<file path="src/rtl/pc_pkg.sv">
// rtl/pc_pkg.sv - shared encodings for the program counter unit
//
// Purpose: target-select and branch-condition encodings plus the default
// PC width, shared by pc_unit_ras and its bench.
// Ports: none (package).

package pc_pkg;

  localparam int PC_WIDTH_DEF = 16;

  typedef enum logic [1:0] {
    PC_SRC_SEQ = 2'b00,
    PC_SRC_IMM = 2'b01,
    PC_SRC_JR  = 2'b10,
    PC_SRC_RET = 2'b11
  } pc_src_e;

  typedef enum logic [1:0] {
    BR_BEQ    = 2'b00,
    BR_BNE    = 2'b01,
    BR_BLT    = 2'b10,
    BR_ALWAYS = 2'b11
  } br_cond_e;

  // Selected ALU-flag condition for a conditional branch.
  function automatic logic branch_taken(input logic [1:0] sel,
                                        input logic zero,
                                        input logic neg);
    logic r;
    r = 1'b1;
    case (br_cond_e'(sel))
      BR_BEQ:    r = zero;
      BR_BNE:    r = ~zero;
      BR_BLT:    r = neg;
      BR_ALWAYS: r = 1'b1;
      default:   r = 1'b1;
    endcase
    return r;
  endfunction

endpackage

</file>
<file path="src/rtl/ras_stack.sv">
// rtl/ras_stack.sv - circular return-address stack
//
// Purpose: RAS_DEPTH-entry return stack. Overflow overwrites the oldest
// entry; popping an empty stack leaves it unchanged.
// Ports:
//   clk, reset       clock, synchronous active-high reset
//   push, pop        operations; both together replace the top entry
//                    (or push onto an empty stack)
//   din              value to push / replace with
//   top              current top entry (undefined when count == 0)
//   count            number of valid entries
//   overflow         strobe: push onto a full stack this cycle
//   underflow        strobe: pop of an empty stack this cycle

module ras_stack #(
  parameter int WIDTH     = 16,
  parameter int RAS_DEPTH = 4
) (
  input  logic                         clk,
  input  logic                         reset,
  input  logic                         push,
  input  logic                         pop,
  input  logic [WIDTH-1:0]             din,
  output logic [WIDTH-1:0]             top,
  output logic [$clog2(RAS_DEPTH):0]   count,
  output logic                         overflow,
  output logic                         underflow
);

  localparam int PW = $clog2(RAS_DEPTH);
  localparam int CW = PW + 1;
  localparam logic [CW-1:0] FULL_CNT = CW'(RAS_DEPTH);

  logic [WIDTH-1:0] mem [RAS_DEPTH];
  logic [PW-1:0]    sp;
  logic [PW-1:0]    sp_m1;
  logic             empty;
  logic             full;
  logic             wr_en;
  logic [PW-1:0]    wr_addr;

  assign sp_m1 = sp - PW'(1);
  assign empty = (count == '0);
  assign full  = (count == FULL_CNT);
  assign top   = mem[sp_m1];

  assign overflow  = push & ~pop & full;
  assign underflow = pop & empty;

  // Replace-top writes below the pointer; every other write goes at it.
  always_comb begin
    wr_en   = 1'b0;
    wr_addr = sp;
    if (!reset && push) begin
      wr_en   = 1'b1;
      wr_addr = (pop && !empty) ? sp_m1 : sp;
    end
  end

  always_ff @(posedge clk) begin
    if (wr_en) begin
      mem[wr_addr] <= din;
    end
  end

  always_ff @(posedge clk) begin
    if (reset) begin
      sp    <= '0;
      count <= '0;
    end else if (push && pop) begin
      if (empty) begin
        sp    <= sp + PW'(1);
        count <= CW'(1);
      end
    end else if (push) begin
      // Pointer wraps freely; once full the oldest slot is overwritten.
      sp <= sp + PW'(1);
      if (!full) begin
        count <= count + CW'(1);
      end
    end else if (pop && !empty) begin
      sp    <= sp_m1;
      count <= count - CW'(1);
    end
  end

endmodule

</file>
<file path="src/rtl/pc_unit_ras.sv">
// rtl/pc_unit_ras.sv - parametrised program counter with return-address stack
//
// Purpose: PC register, target mux, branch qualifier and sticky RAS error.
// Optional macro PC_ALIGN_CHECK_EN: odd targets are refused and flagged on
// align_fault for the following cycle.
// Ports:
//   CLK, reset                 clock, synchronous active-high reset
//   stall                      freeze PC and RAS
//   pc_write, branch           unconditional / conditional update enables
//   br_cond, zero, neg         branch condition select and ALU flags
//   pc_src                     target select (seq / imm / jr / return)
//   seq_in, imm, jr_in         target sources
//   call                       push seq_in when the update fires
//   pc_out                     current PC (registered)
//   ras_count, ras_empty,
//   ras_full, ras_err          stack status; ras_err is sticky
//   align_fault                (PC_ALIGN_CHECK_EN only) odd-target refusal

module pc_unit_ras
  import pc_pkg::*;
#(
  parameter int               WIDTH     = PC_WIDTH_DEF,
  parameter int               RAS_DEPTH = 4,
  parameter logic [WIDTH-1:0] RESET_VEC = '0
) (
  input  logic                       CLK,
  input  logic                       reset,
  input  logic                       stall,
  input  logic                       pc_write,
  input  logic                       branch,
  input  logic [1:0]                 br_cond,
  input  logic                       zero,
  input  logic                       neg,
  input  logic [1:0]                 pc_src,
  input  logic [WIDTH-1:0]           seq_in,
  input  logic [WIDTH-1:0]           imm,
  input  logic [WIDTH-1:0]           jr_in,
  input  logic                       call,
  output logic [WIDTH-1:0]           pc_out,
  output logic [$clog2(RAS_DEPTH):0] ras_count,
  output logic                       ras_empty,
  output logic                       ras_full,
  output logic                       ras_err
`ifdef PC_ALIGN_CHECK_EN
  ,
  output logic                       align_fault
`endif
);

  localparam int CW = $clog2(RAS_DEPTH) + 1;

  logic             cond;
  logic             upd;
  logic             fire;
  logic [WIDTH-1:0] imm_tgt;
  logic [WIDTH-1:0] target;
  logic [WIDTH-1:0] ras_top;
  logic             is_ret;
  logic             push;
  logic             pop;
  logic             ovf;
  logic             udf;

  assign cond    = branch_taken(br_cond, zero, neg);
  assign upd     = ~stall & (pc_write | (branch & cond));
  assign imm_tgt = imm << 1;
  assign is_ret  = (pc_src_e'(pc_src) == PC_SRC_RET);

  always_comb begin
    target = seq_in;
    case (pc_src_e'(pc_src))
      PC_SRC_SEQ: target = seq_in;
      PC_SRC_IMM: target = imm_tgt;
      PC_SRC_JR:  target = jr_in;
      PC_SRC_RET: target = ras_empty ? RESET_VEC : ras_top;
      default:    target = seq_in;
    endcase
  end

`ifdef PC_ALIGN_CHECK_EN
  logic odd_fault;

  assign odd_fault = upd & target[0];
  assign fire      = upd & ~target[0];

  always_ff @(posedge CLK) begin
    if (reset) begin
      align_fault <= 1'b0;
    end else begin
      align_fault <= odd_fault;
    end
  end
`else
  assign fire = upd;
`endif

  // call + return together reaches the stack as push+pop (replace top).
  assign push = fire & call;
  assign pop  = fire & is_ret;

  ras_stack #(
    .WIDTH     (WIDTH),
    .RAS_DEPTH (RAS_DEPTH)
  ) u_ras (
    .clk       (CLK),
    .reset     (reset),
    .push      (push),
    .pop       (pop),
    .din       (seq_in),
    .top       (ras_top),
    .count     (ras_count),
    .overflow  (ovf),
    .underflow (udf)
  );

  assign ras_empty = (ras_count == '0);
  assign ras_full  = (ras_count == CW'(RAS_DEPTH));

  always_ff @(posedge CLK) begin
    if (reset) begin
      pc_out  <= RESET_VEC;
      ras_err <= 1'b0;
    end else begin
      if (fire) begin
        pc_out <= target;
      end
      if (ovf || udf) begin
        ras_err <= 1'b1;
      end
    end
  end

endmodule

</file>
<file path="config.mk">
export PLATFORM = sky130hd
export DESIGN_NAME = pc_unit_ras
export DESIGN_NICKNAME = d
export VERILOG_FILES = /design/src/rtl/pc_pkg.sv /design/src/rtl/ras_stack.sv /design/src/rtl/pc_unit_ras.sv
export SDC_FILE = /design/constraint.sdc
export NUM_CORES = 1
export LEC_CHECK = 0
export ABC_AREA = 1
export CAP_MARGIN = 10
export CORE_MARGIN = 4
export CORE_UTILIZATION = 52
export CTS_BUF_LIST = sky130_fd_sc_hd__clkbuf_8 sky130_fd_sc_hd__clkbuf_16
export DETAILED_ROUTE_END_ITERATION = 8
export PLACE_DENSITY_LB_ADDON = 0.1
export SLEW_MARGIN = 20
export SYNTH_ARGS = -nofsm -noshare
export SYNTH_HDL_FRONTEND = slang
export SYNTH_HIERARCHICAL = 1
export SYNTH_SLANG_ARGS = --single-unit
</file>
<file path="constraint.sdc">
create_clock -name CLK -period 3.4 [get_ports CLK]
set_input_delay 0.68 -clock CLK [delete_from_list [all_inputs] [get_ports CLK]]
set_output_delay 0.68 -clock CLK [all_outputs]
set_load 0.01 [all_outputs]
</file>
# Yosys cells after proc, flatten, opt, wreduce, memory -nomap -nowiden
# Memories as Yosys holds them, arrays and structs flattened.
# Index checks and enable logic that the tools add are counted.
# W data, S select, Z words.
# op_classes
n_addsub,4
n_mul,0
n_div,0
n_lt_le_gt_ge,0
n_eq_ne,9
n_shift,0
muxes,16
bitwise_logic,11
reduce_logical,11
# op_table
op,n
$pmux W16 S4,1
$mux W16,1
$mux W3,5
$mux W2,5
$eq A2 B2 Y1 const B,4
$and A1 B1 Y1,7
$eq A2 B1 Y1 const B,2
$logic_not A2 Y1,2
$pmux W1 S4,1
$add A3 B1 Y3 const B,1
$eq A3 B3 Y1 const B,1
$logic_and A1 B1 Y1,3
$logic_not A3 Y1,1
$mux W1,3
$ne A3 B3 Y1 const B,1
$not A1 Y1,3
$reduce_and A3 Y1,1
$reduce_bool A3 Y1,1
$sub A3 B1 Y3 const B,1
$add A2 B1 Y2 const B,1
$logic_not A1 Y1,2
$ne A2 B2 Y1 const B,1
$sub A2 B1 Y2 const B,1
$logic_or A1 B1 Y1,1
$or A1 B1 Y1,1
# totals
ff_bits,22
latch_bits,0
mem_bits_rw,64
rom_bits,0
input_bits,60
out_inout_bits,22
elab_cells,56
n_memories,1
# mem_list
name,words,word_bits,rd,rd_ports_with_merged_regs,wr,line_no,rtl
u_ras.mem,4,16,1,0,1,ras_stack.sv:34,logic [WIDTH-1:0] mem [RAS_DEPTH];

# Logic depth before layout (Yosys ltp)
# Gate-level depths: netlist (run 1).
# logic_depth
depth_word,10
depth_mapped,18

# Cells and area by module
# The synthesis (run 1) kept the hierarchy.
# by_module_without_submodules
mod,instances,cells_each,area_each_um2
ras_stack,1,228,2821.5
pc_unit_ras,1,296,1570.3

# Least setup slack after synthesis (run 1)
# No wires, ideal clock.
# synth_timing
path_kind,input to register
start,input br_cond[1]
end,"memory u_ras.mem[3][0], enable pin"
setup_time_ns,0.388
arrival_ns,2.684
t_required_ns,3.012
setup_slack_ns,0.328
path_stages,14
path_buffers,1
path_cell_list,inv_2 > nand2_1 > nand2_1 > nand2_1 > nand2_1 > nand2_1 > nand2_2 > buf_2 > nand2_1 > nor2_1 > inv_1 > nor2_1 > nand3_1 > nor2_1
# synth_via
elab_chain_len,10
# synth_rtl
item,line_no,rtl
from (decl),pc_unit_ras.sv:31,"input logic [1:0] br_cond,"
"$eq A2 B2 Y1, or another cell as far along",pc_pkg.sv:31,case (br_cond_e'(sel))
$pmux W1 S4 *,pc_pkg.sv:31,
$and A1 B1 Y1 *,pc_unit_ras.sv:65,assign upd = ~stall & (pc_write | (branch & cond));
$or A1 B1 Y1 *,pc_unit_ras.sv:65,
$and A1 B1 Y1 *,pc_unit_ras.sv:65,
$and A1 B1 Y1 *,pc_unit_ras.sv:98,assign push = fire & call;
net push,pc_unit_ras.sv:59,logic push;
$logic_and A1 B1 Y1 *,ras_stack.sv:54,if (!reset && push) begin
$mux W1,ras_stack.sv:54,
$mux W1,ras_stack.sv:61,if (wr_en) begin
$mux W1 (implied by the code),ras_stack.sv:62,mem[wr_addr] <= din;
to (decl),ras_stack.sv:34,
# The timed path passes the listed nets; every way through them passes the cells marked *.

# Worst setup path after layout (run 1)
# layout_timing
start,register u_ras.count[0]
end,output ras_empty
# layout_via
elab_chain_len,1
# layout_rtl
item,line_no,rtl
from (decl),ras_stack.sv:25,"output logic [$clog2(RAS_DEPTH):0] count,"
from (signal assigned),ras_stack.sv:79,count <= count + CW'(1);
from (signal assigned),ras_stack.sv:83,count <= count - CW'(1);
$logic_not A3 Y1,pc_unit_ras.sv:116,assign ras_empty = (ras_count == '0);
to (decl),pc_unit_ras.sv:41,"output logic ras_empty,"
# No other way between the ends.

==> results of run 1 <==
[metal layers]
| layer | routed length, um | track usage, % |
|---|---|---|
| met1 | 4250 | 25.6 |
| met2 | 5380 | 38.8 |
| met3 | 705 | 3.20 |
| met4 | 252 | 9.87 |
| met5 | 0 | 0 |
[worst max-delay path: stages, from the launching register on]
cell and delay (ns):
dfxtp_1 0.49, nor2_1 0.07, nand2_1 0.43, inv_1 0.08, clkdlybuf4s50_1 0.50
[synthesized netlist by cell type (all sizes together)]
library cell	number	area share, %
nor2	105	9.6
clkinv	1	0.11
inv	66	5.8
nand2	102	9.9
o21ai	11	1.3
a21oi	28	3.2
nand3	80	9.2
nor3	2	0.23
dfxtp	22	10
edfxtp	64	44
fa	1	0.46
o211ai	8	1.4
o22ai	8	1.1
buf	22	3.6
clkbuf	4	0.34
[metrics by stage]
stage / hold WS, ns / cell area [um^2]
6_report: 0.491 / 5430
4_1_cts: 0.494 / 5430
3_5_place_dp: 0.471 / 5250
5_1_grt: 0.514 / 5430
2_1_floorplan: 0.518 / 4390
3_3_place_gp: 0.468 / 5250
[cell families (layout without fill, tap and decap cells)]
family / after synthesis / after routing / synth area share (%)
compound gates: 55 / 55 / 7.04
simple gates: 289 / 289 / 28.9
flops: 86 / 86 / 53.8
buf+inv: 93 / 176 / 9.80
fa+ha+maj: 1 / 1 / 0.456
[worst paths after layout]
kind	startpoint	to	slack, ns	depth (start not counted)
worst max-delay path	u_ras/count[0]$_SDFFE_PP0P_	ras_empty	0.81	4
worst min register to register	pc_out[9]$_SDFFE_PP0P_	pc_out[9]$_SDFFE_PP0P_	0.49	2
worst max register to register	u_ras/sp[0]$_SDFFE_PP0P_	u_ras/mem[1][11]$_DFFE_PP_	1.14	9
worst min-delay path	pc_out[9]$_SDFFE_PP0P_	pc_out[9]$_SDFFE_PP0P_	0.49	2
[cell type report]
cell class                      instances  area, um^2
Inverter                               67         258
Clock inverter                          7        61.3
Multi-Input combinational cell        345        1600
Sequential cell                        86        2360
Tap cell                              105         131
Timing Repair Buffer                   93         898
Fill cell                             686        2780
Clock buffer                            9         124
[registers in the layout (all words and copies together), names as in the netlist]
register and cells:
u_ras/sp 2, u_ras/mem 64, u_ras/count 3, ras_err 1, pc_out 16
[power by group]
part | leakage (nW) | total, mW | switching, mW | internal [mW]
Sequential | 0.759 | 1.17 | 0.0173 | 1.16
Combinational | 1.42 | 0.449 | 0.254 | 0.195
Clock | 0.0945 | 0.685 | 0.402 | 0.282
==> flow_summary.json, run 1 <==
{
  "relSlewSlack_pct": 61.8,
  "maxCapViolations": 0,
  "path_clk_slew_ns": 0.09,
  "final_common_cell": "nor2_1",
  "avgRoutedWirePerCell_um": 14.9,
  "cts_resized": 0,
  "p_leak_nw": 2.27,
  "grt_pass1_wl_um": 16900,
  "cp.required_ns": 2.72,
  "drc_errors": 0,
  "drt_iter0_drc": 277,
  "num_vias": 3771,
  "ant_nets": 0,
  "cts_tree": "built",
  "gp_congestion": 0.852,
  "fmax_mhz": 385,
  "dieWidth_um": 99.9,
  "dp_slack_ns": 0.463,
  "cts_buffers": 9,
  "start_util_pct": 53.4,
  "critPathArrivalTime_ns": 1.91,
  "fin_tns_setup_ns": 0,
  "rsz0062_at_grt": "no",
  "ys_seq_area_share_pct": 53.8,
  "synthCells": 524,
  "synth_cell_types": 27,
  "yosys_warnings": 6,
  "fin_nets": 663,
  "drive_gt1_share_pct": 9.72,
  "cts.sinks": 86,
  "io_buffers": 80,
  "clockRootBuffer": "clkbuf_8",
  "critical_path_class": "reg2out",
  "synth_area_per_cell_um2": 8.38,
  "finalHoldViolCount": 0,
  "fin_util_pct": 66.1,
  "grt_max_degree": 33,
  "ios": 82,
  "vias_per_cell": 5.30,
  "antennaDiodeCount": 0,
  "postCtsHoldBufs": 0,
  "tightest_slew_ns": 0.572,
  "dieArea_mm2": 0.00998,
  "core_mm2": 0.00822,
  "period_needed_ns": 2.59,
  "fin_cells": 712,
  "drv_slew": 0,
  "drt-total-wl_um": 10600,
  "status": "finished, final reports clean",
  "cts_buffer_depth": 2,
  "startpoint_type": "register",
  "powerDensity_mw_per_mm2": 425,
  "finalPower_mw": 2.31,
  "clock_skew_ns": 0.00688,
  "ys_ff_latch": 86,
  "dieHeight_um": 99.9,
  "hp-class": "reg2reg",
  "ir_drop_uv": 277,
  "overflow": 0,
  "layout_common_cells": "96 x nor2_1, 90 x nand2_1, 80 x clkdlybuf4s50_1, 79 x nand3_1, 64 x edfxtp_1",
  "clock_latency_ns": 0.35,
  "cts_setup_buffers": 0,
  "crit_path_end_kind": "primary output",
  "placed_cells": 696,
  "rows": 33,
  "cts_htree_levels": 3,
  "netlist_area_mm2": 0.00439,
  "grt_usage_pct": 21.7,
  "grt_pass1_vias": 3673,
  "cp_max_fo": 17,
  "setup_violations": 0,
  "setup_slack_ns": 0.806,
  "min_period_over_period_pct": 76.3,
  "dpl.hpwl_um": 7440,
  "areaGrowthSynthToFinish_pct": 23.7,
  "antenna_found_initial": 0,
  "syn_nets": 585,
  "firstDrtPassIters": 4
}
No activity file was read; power rests on OpenSTA's default activity.
==> inputs of run 2 (changes only) <==
Clock period 3.4 ns to 2.6 ns, I/O delays scaled along.
==> flow_summary.json, run 2 (same netlist as run 1, synthesis figures left out) <==
{
  "largest_reg_flops": 64,
  "dpl.hpwl_um": 7830,
  "firstDrtPassIters": 5,
  "critPathArrivalTime_ns": 2.43,
  "areaGrowthSynthToFinish_pct": 27.4,
  "antennaDiodeCount": 0,
  "status": "finished, final reports clean",
  "drv_slew": 0,
  "fin_cells": 724,
  "hp-class": "reg2reg",
  "rsz0062_at_grt": "no",
  "drc_errors": 0,
  "cts.sinks": 86,
  "clockRootBuffer": "clkbuf_8",
  "ir_drop_uv": 414,
  "postCtsHoldBufs": 0,
  "overflow": 0,
  "fmax_mhz": 425,
  "grt_pass1_vias": 3785,
  "cts_htree_levels": 3,
  "dieWidth_um": 99.9,
  "clock_latency_ns": 0.36,
  "vias_per_cell": 5.31,
  "top_regs": "u_ras/mem (64), pc_out (16), u_ras/count (3)",
  "avgRoutedWirePerCell_um": 15.4,
  "grt_pass1_wl_um": 18000,
  "start_util_pct": 53.4,
  "drt-total-wl_um": 11200,
  "setup_violations": 0,
  "use_met2_pct": 43.8,
  "cts_resized": 0,
  "placed_cells": 708,
  "drt_iter0_drc": 191,
  "top_register": "u_ras/mem",
  "antenna_found_initial": 0,
  "cts_buffers": 9,
  "maxCapViolations": 0,
  "dieHeight_um": 99.9,
  "period_needed_ns": 2.35,
  "path_clk_slew_ns": 0.09,
  "layout_common_cells": "92 x nor2_1, 90 x nand2_1, 80 x clkdlybuf4s50_1, 79 x nand3_1, 64 x edfxtp_1",
  "dieArea_mm2": 0.00998,
  "startpoint_type": "input pin",
  "tightest_slew_ns": 0.484,
  "drive_gt1_share_pct": 12.1,
  "grt_max_degree": 33,
  "p_leak_nw": 2.34,
  "cts_tree": "built",
  "relSlewSlack_pct": 67.7,
  "min_period_over_period_pct": 90.5,
  "finalHoldViolCount": 0,
  "clock_skew_ns": 0.00648,
  "grtUsageMet1_pct": 26.6,
  "cp.required_ns": 2.68,
  "grt_util_met3_pct": 4.52,
  "cp_max_fo": 12,
  "final_common_cell": "nor2_1",
  "cts_setup_buffers": 0,
  "ant_nets": 0,
  "num_vias": 3846,
  "critical_path_class": "in2reg",
  "ios": 82,
  "grt_usage_pct": 23.2,
  "grt_most_used_layer": "met2",
  "powerDensity_mw_per_mm2": 547,
  "fin_nets": 675,
  "gp_congestion": 0.824,
  "rrSetupSlack_ns": 0.43,
  "core_mm2": 0.00822,
  "rows": 33,
  "finalPower_mw": 3.06,
  "io_buffers": 80,
  "crit_path_end_kind": "register",
  "cts_buffer_depth": 2
}
[run 2: per-stage QoR]
step | hold WS [ns] | instance area (um^2) | setup TNS [ns] | utilization [%] | setup WS, ns
2_1_floorplan | 0.518 | 4410 | -2.12 | - | -0.0760
3_5_place_dp | 0.466 | 5410 | -5.26 | 65.8 | -0.123
3_3_place_gp | 0.463 | 5410 | -2.96 | 65.8 | -0.0971
5_1_grt | 0.534 | 5600 | 0 | 68.1 | 0.100
4_1_cts | 0.489 | 5600 | 0 | 68.1 | 0.258
6_report | 0.486 | 5600 | 0 | 68.1 | 0.247
[run 2: cell type report]
| cell class | count | area [um^2] |
|---|---|---|
| well taps | 105 | 131 |
| clock buffers | 9 | 124 |
| inverters | 67 | 258 |
| multi-input cells | 345 | 1620 |
| fillers | 680 | 2620 |
| flip-flops and latches | 86 | 2360 |
| repair buffers | 105 | 1040 |
| clock inverters | 7 | 63.8 |
[run 2: final timing paths]
| path | startpoint | endpoint | depth (start not counted) |
|---|---|---|---|
| worst max register to register | u_ras/sp[1]$_SDFFE_PP0P_ | u_ras/mem[1][0]$_DFFE_PP_ | 8 |
| worst min register to register | pc_out[14]$_SDFFE_PP0P_ | pc_out[14]$_SDFFE_PP0P_ | 2 |
| worst min-delay path | pc_out[14]$_SDFFE_PP0P_ | pc_out[14]$_SDFFE_PP0P_ | 2 |
| worst max-delay path | br_cond[1] | u_ras/mem[1][0]$_DFFE_PP_ | 17 |
[run 2: critical path: stages]
cell             delay [ns]
clkdlybuf4s50_1        0.49
inv_2                  0.04
nand2_1                0.05
nand2_1                0.04
nand2_1                0.05
nand2_1                0.04
nand2_1                0.06
nand2_2                0.05
nand2_1                0.13
nor2_1                 0.06
buf_4                  0.15
nand2_4                0.08
inv_2                  0.04
o21ai_2                0.21
nand2_1                0.13
nor2_4                 0.13
buf_12                 0.16
[run 2: power breakdown]
part,total [mW],leakage [nW],switching (mW),internal (mW)
combinational,0.616,1.48,0.346,0.270
sequential,1.54,0.759,0.0253,1.51
clock,0.907,0.0960,0.535,0.372
[run 2: routing by layer]
metal	share of wire, %	wire (um)	up-vias
met5	0	0	-
met1	40	4430	1811
met3	5.8	651	13
met2	53	5920	128
li1	-	-	1894
met4	1.3	148	0
==> inputs of run 3 (changes only) <==
Settings changed: CORE_UTILIZATION 52 to 45.
==> flow_summary.json, run 3 (same netlist as run 1, synthesis figures left out) <==
{
  "drt-total-wl_um": 10900,
  "cp_max_fo": 16,
  "cts_setup_buffers": 0,
  "powerDensity_mw_per_mm2": 570,
  "start_util_pct": 46.9,
  "dieArea_mm2": 0.0114,
  "grt_usage_pct": 19.9,
  "vias_per_cell": 5.04,
  "fill_cells": 851,
  "drc_errors": 0,
  "overflow": 0,
  "cts.sinks": 86,
  "crit_path_end_kind": "register",
  "grt_pass1_vias": 3742,
  "finalPower_mw": 3.22,
  "min_from": "pc_out[2]$_SDFFE_PP0P_",
  "areaGrowthSynthToFinish_pct": 28.5,
  "drive_gt1_share_pct": 11.8,
  "dieHeight_um": 107,
  "rows": 35,
  "antennaDiodeCount": 0,
  "startpoint_type": "input pin",
  "fin_cells": 747,
  "avgRoutedWirePerCell_um": 14.6,
  "cp.buffers_inverters": 5,
  "worstReg2RegStart": "u_ras/sp[0]$_SDFFE_PP0P_",
  "cts_resized": 0,
  "cp_cell_sequence": "clkdlybuf4s50_1 -> inv_2 -> nand2_1 -> nand2_1 -> nand2_1 -> nand2_1 -> nand2_1 -> nand2_2 -> nand2_1 -> nor2_1 -> buf_4 -> nand2_4 -> inv_2 -> o21ai_2 -> nand2_1 -> nor2_4 -> buf_12",
  "fin_tns_setup_ns": 0,
  "min_to": "pc_out[2]$_SDFFE_PP0P_",
  "top_register": "u_ras/mem",
  "num_vias": 3763,
  "cts_htree_levels": 3,
  "finalHoldViolCount": 0,
  "period_needed_ns": 2.37,
  "postCtsHoldBufs": 0,
  "clock_skew_ns": 0.00906,
  "use_met2_pct": 34.4,
  "firstDrtPassIters": 5,
  "layout_common_cells": "92 x nor2_1, 90 x nand2_1, 80 x clkdlybuf4s50_1, 79 x nand3_1, 64 x edfxtp_1",
  "clock_latency_ns": 0.36,
  "cts_buffers": 9,
  "relSlewSlack_pct": 68.1,
  "cpMostUsedCell": "nand2_1",
  "ir_drop_uv": 309,
  "fin_nets": 674,
  "min_period_over_period_pct": 91.2,
  "ios": 82,
  "io_buffers": 80,
  "critPathArrivalTime_ns": 2.45,
  "ant_nets": 0,
  "clockRootBuffer": "clkbuf_8",
  "status": "finished, final reports clean",
  "dpl.hpwl_um": 7970,
  "reg2reg_depth": 8,
  "fmax_mhz": 422,
  "grt_util_met3_pct": 3.91,
  "hold_depth": 2,
  "placed_cells": 731,
  "grt_pass1_wl_um": 17700,
  "largest_reg_flops": 64,
  "antenna_found_initial": 0,
  "cts_buffer_depth": 2,
  "tightest_slew_ns": 0.478,
  "cp_slowest_cell": "clkdlybuf4s50_1",
  "gp_congestion": 0.815,
  "rsz0062_at_grt": "no",
  "path_clk_slew_ns": 0.08,
  "finalHoldWorstSlack_ns": 0.485,
  "critical_path_class": "in2reg",
  "hp-class": "reg2reg",
  "drt_iter0_drc": 197,
  "dieWidth_um": 107,
  "maxCapViolations": 0,
  "setup_violations": 0,
  "grt_most_used_layer": "met2",
  "grt_max_degree": 33,
  "drv_slew": 0,
  "top_regs": "u_ras/mem (64), pc_out (16), u_ras/count (3)",
  "path_delay_family": "buffers and inverters",
  "p_leak_nw": 2.35,
  "r2r_end": "u_ras/mem[1][9]$_DFFE_PP_",
  "rrSetupSlack_ns": 0.54,
  "grtUsageMet1_pct": 24.5,
  "core_mm2": 0.00937,
  "cp.required_ns": 2.68,
  "cts_tree": "built",
  "final_common_cell": "nor2_1",
  "critPathMaxStageDelay_ns": 0.50
}
## run 3: changes by cell type in the layout (fill, tap and decap cells not counted), sizes merged
cell,previous run,this run
bufinv,0,2
buf,25,24
clkinv,2,1
clkinvlp,1,0
## run 3: metrics by stage
stage | setup WS [ns] | utilization, % | cell area, um^2
2_1_floorplan | -0.0760 | - | 4410
3_3_place_gp | -0.105 | 57.8 | 5420
3_5_place_dp | -0.162 | 57.8 | 5420
4_1_cts | 0.225 | 60.2 | 5640
5_1_grt | 0.0850 | 60.2 | 5640
6_report | 0.229 | 60.2 | 5640
## run 3: how the worst max path moves through the flow
stage	start	to	slack, ns	cells after the start
6_report	br_cond[1]	u_ras/mem[1][9]$_DFFE_PP_	0.23	17
5_1_grt	br_cond[1]	u_ras/mem[1][9]$_DFFE_PP_	0.08	17
4_1_cts	br_cond[1]	u_ras/mem[1][9]$_DFFE_PP_	0.22	17
3_5_place_dp	br_cond[1]	u_ras/mem[1][14]$_DFFE_PP_	-0.16	17
3_3_place_gp	br_cond[1]	u_ras/mem[1][14]$_DFFE_PP_	-0.11	17
2_1_floorplan	br_cond[1]	u_ras/mem[2][0]$_DFFE_PP_	-0.08	14
## run 3: layout make-up
class                      instances  area, um^2  area share, %
tap                              129         161           2.86
sequential                        86        2360           41.9
multi-input combinational        345        1620           28.7
inverter                          67         258           4.57
clock inverter                     7         101           1.80
clock buffer                       9         124           2.19
timing repair buffer             104        1020           18.0
## run 3: worst reg2reg max path: cells and delay by family (launching register included)
kind	cells	cell delay, ns
compound gates	1	0.12
buf+inv	2	0.43
flops	1	0.38
simple gates	5	0.84
## run 3: metal layers
layer,vias to the layer above,part of all wire (%)
li1,1898,-
met1,1742,41
met2,103,51
met3,20,5.1
met4,0,2.7
met5,-,0
## run 3: power breakdown
part	internal, mW	total [mW]	leakage, nW	switching (mW)
sequential	1.51	1.54	0.759	0.0248
clock	0.555	1.08	0.118	0.521
combinational	0.268	0.606	1.48	0.338
total	2.33	3.22	2.35	0.884
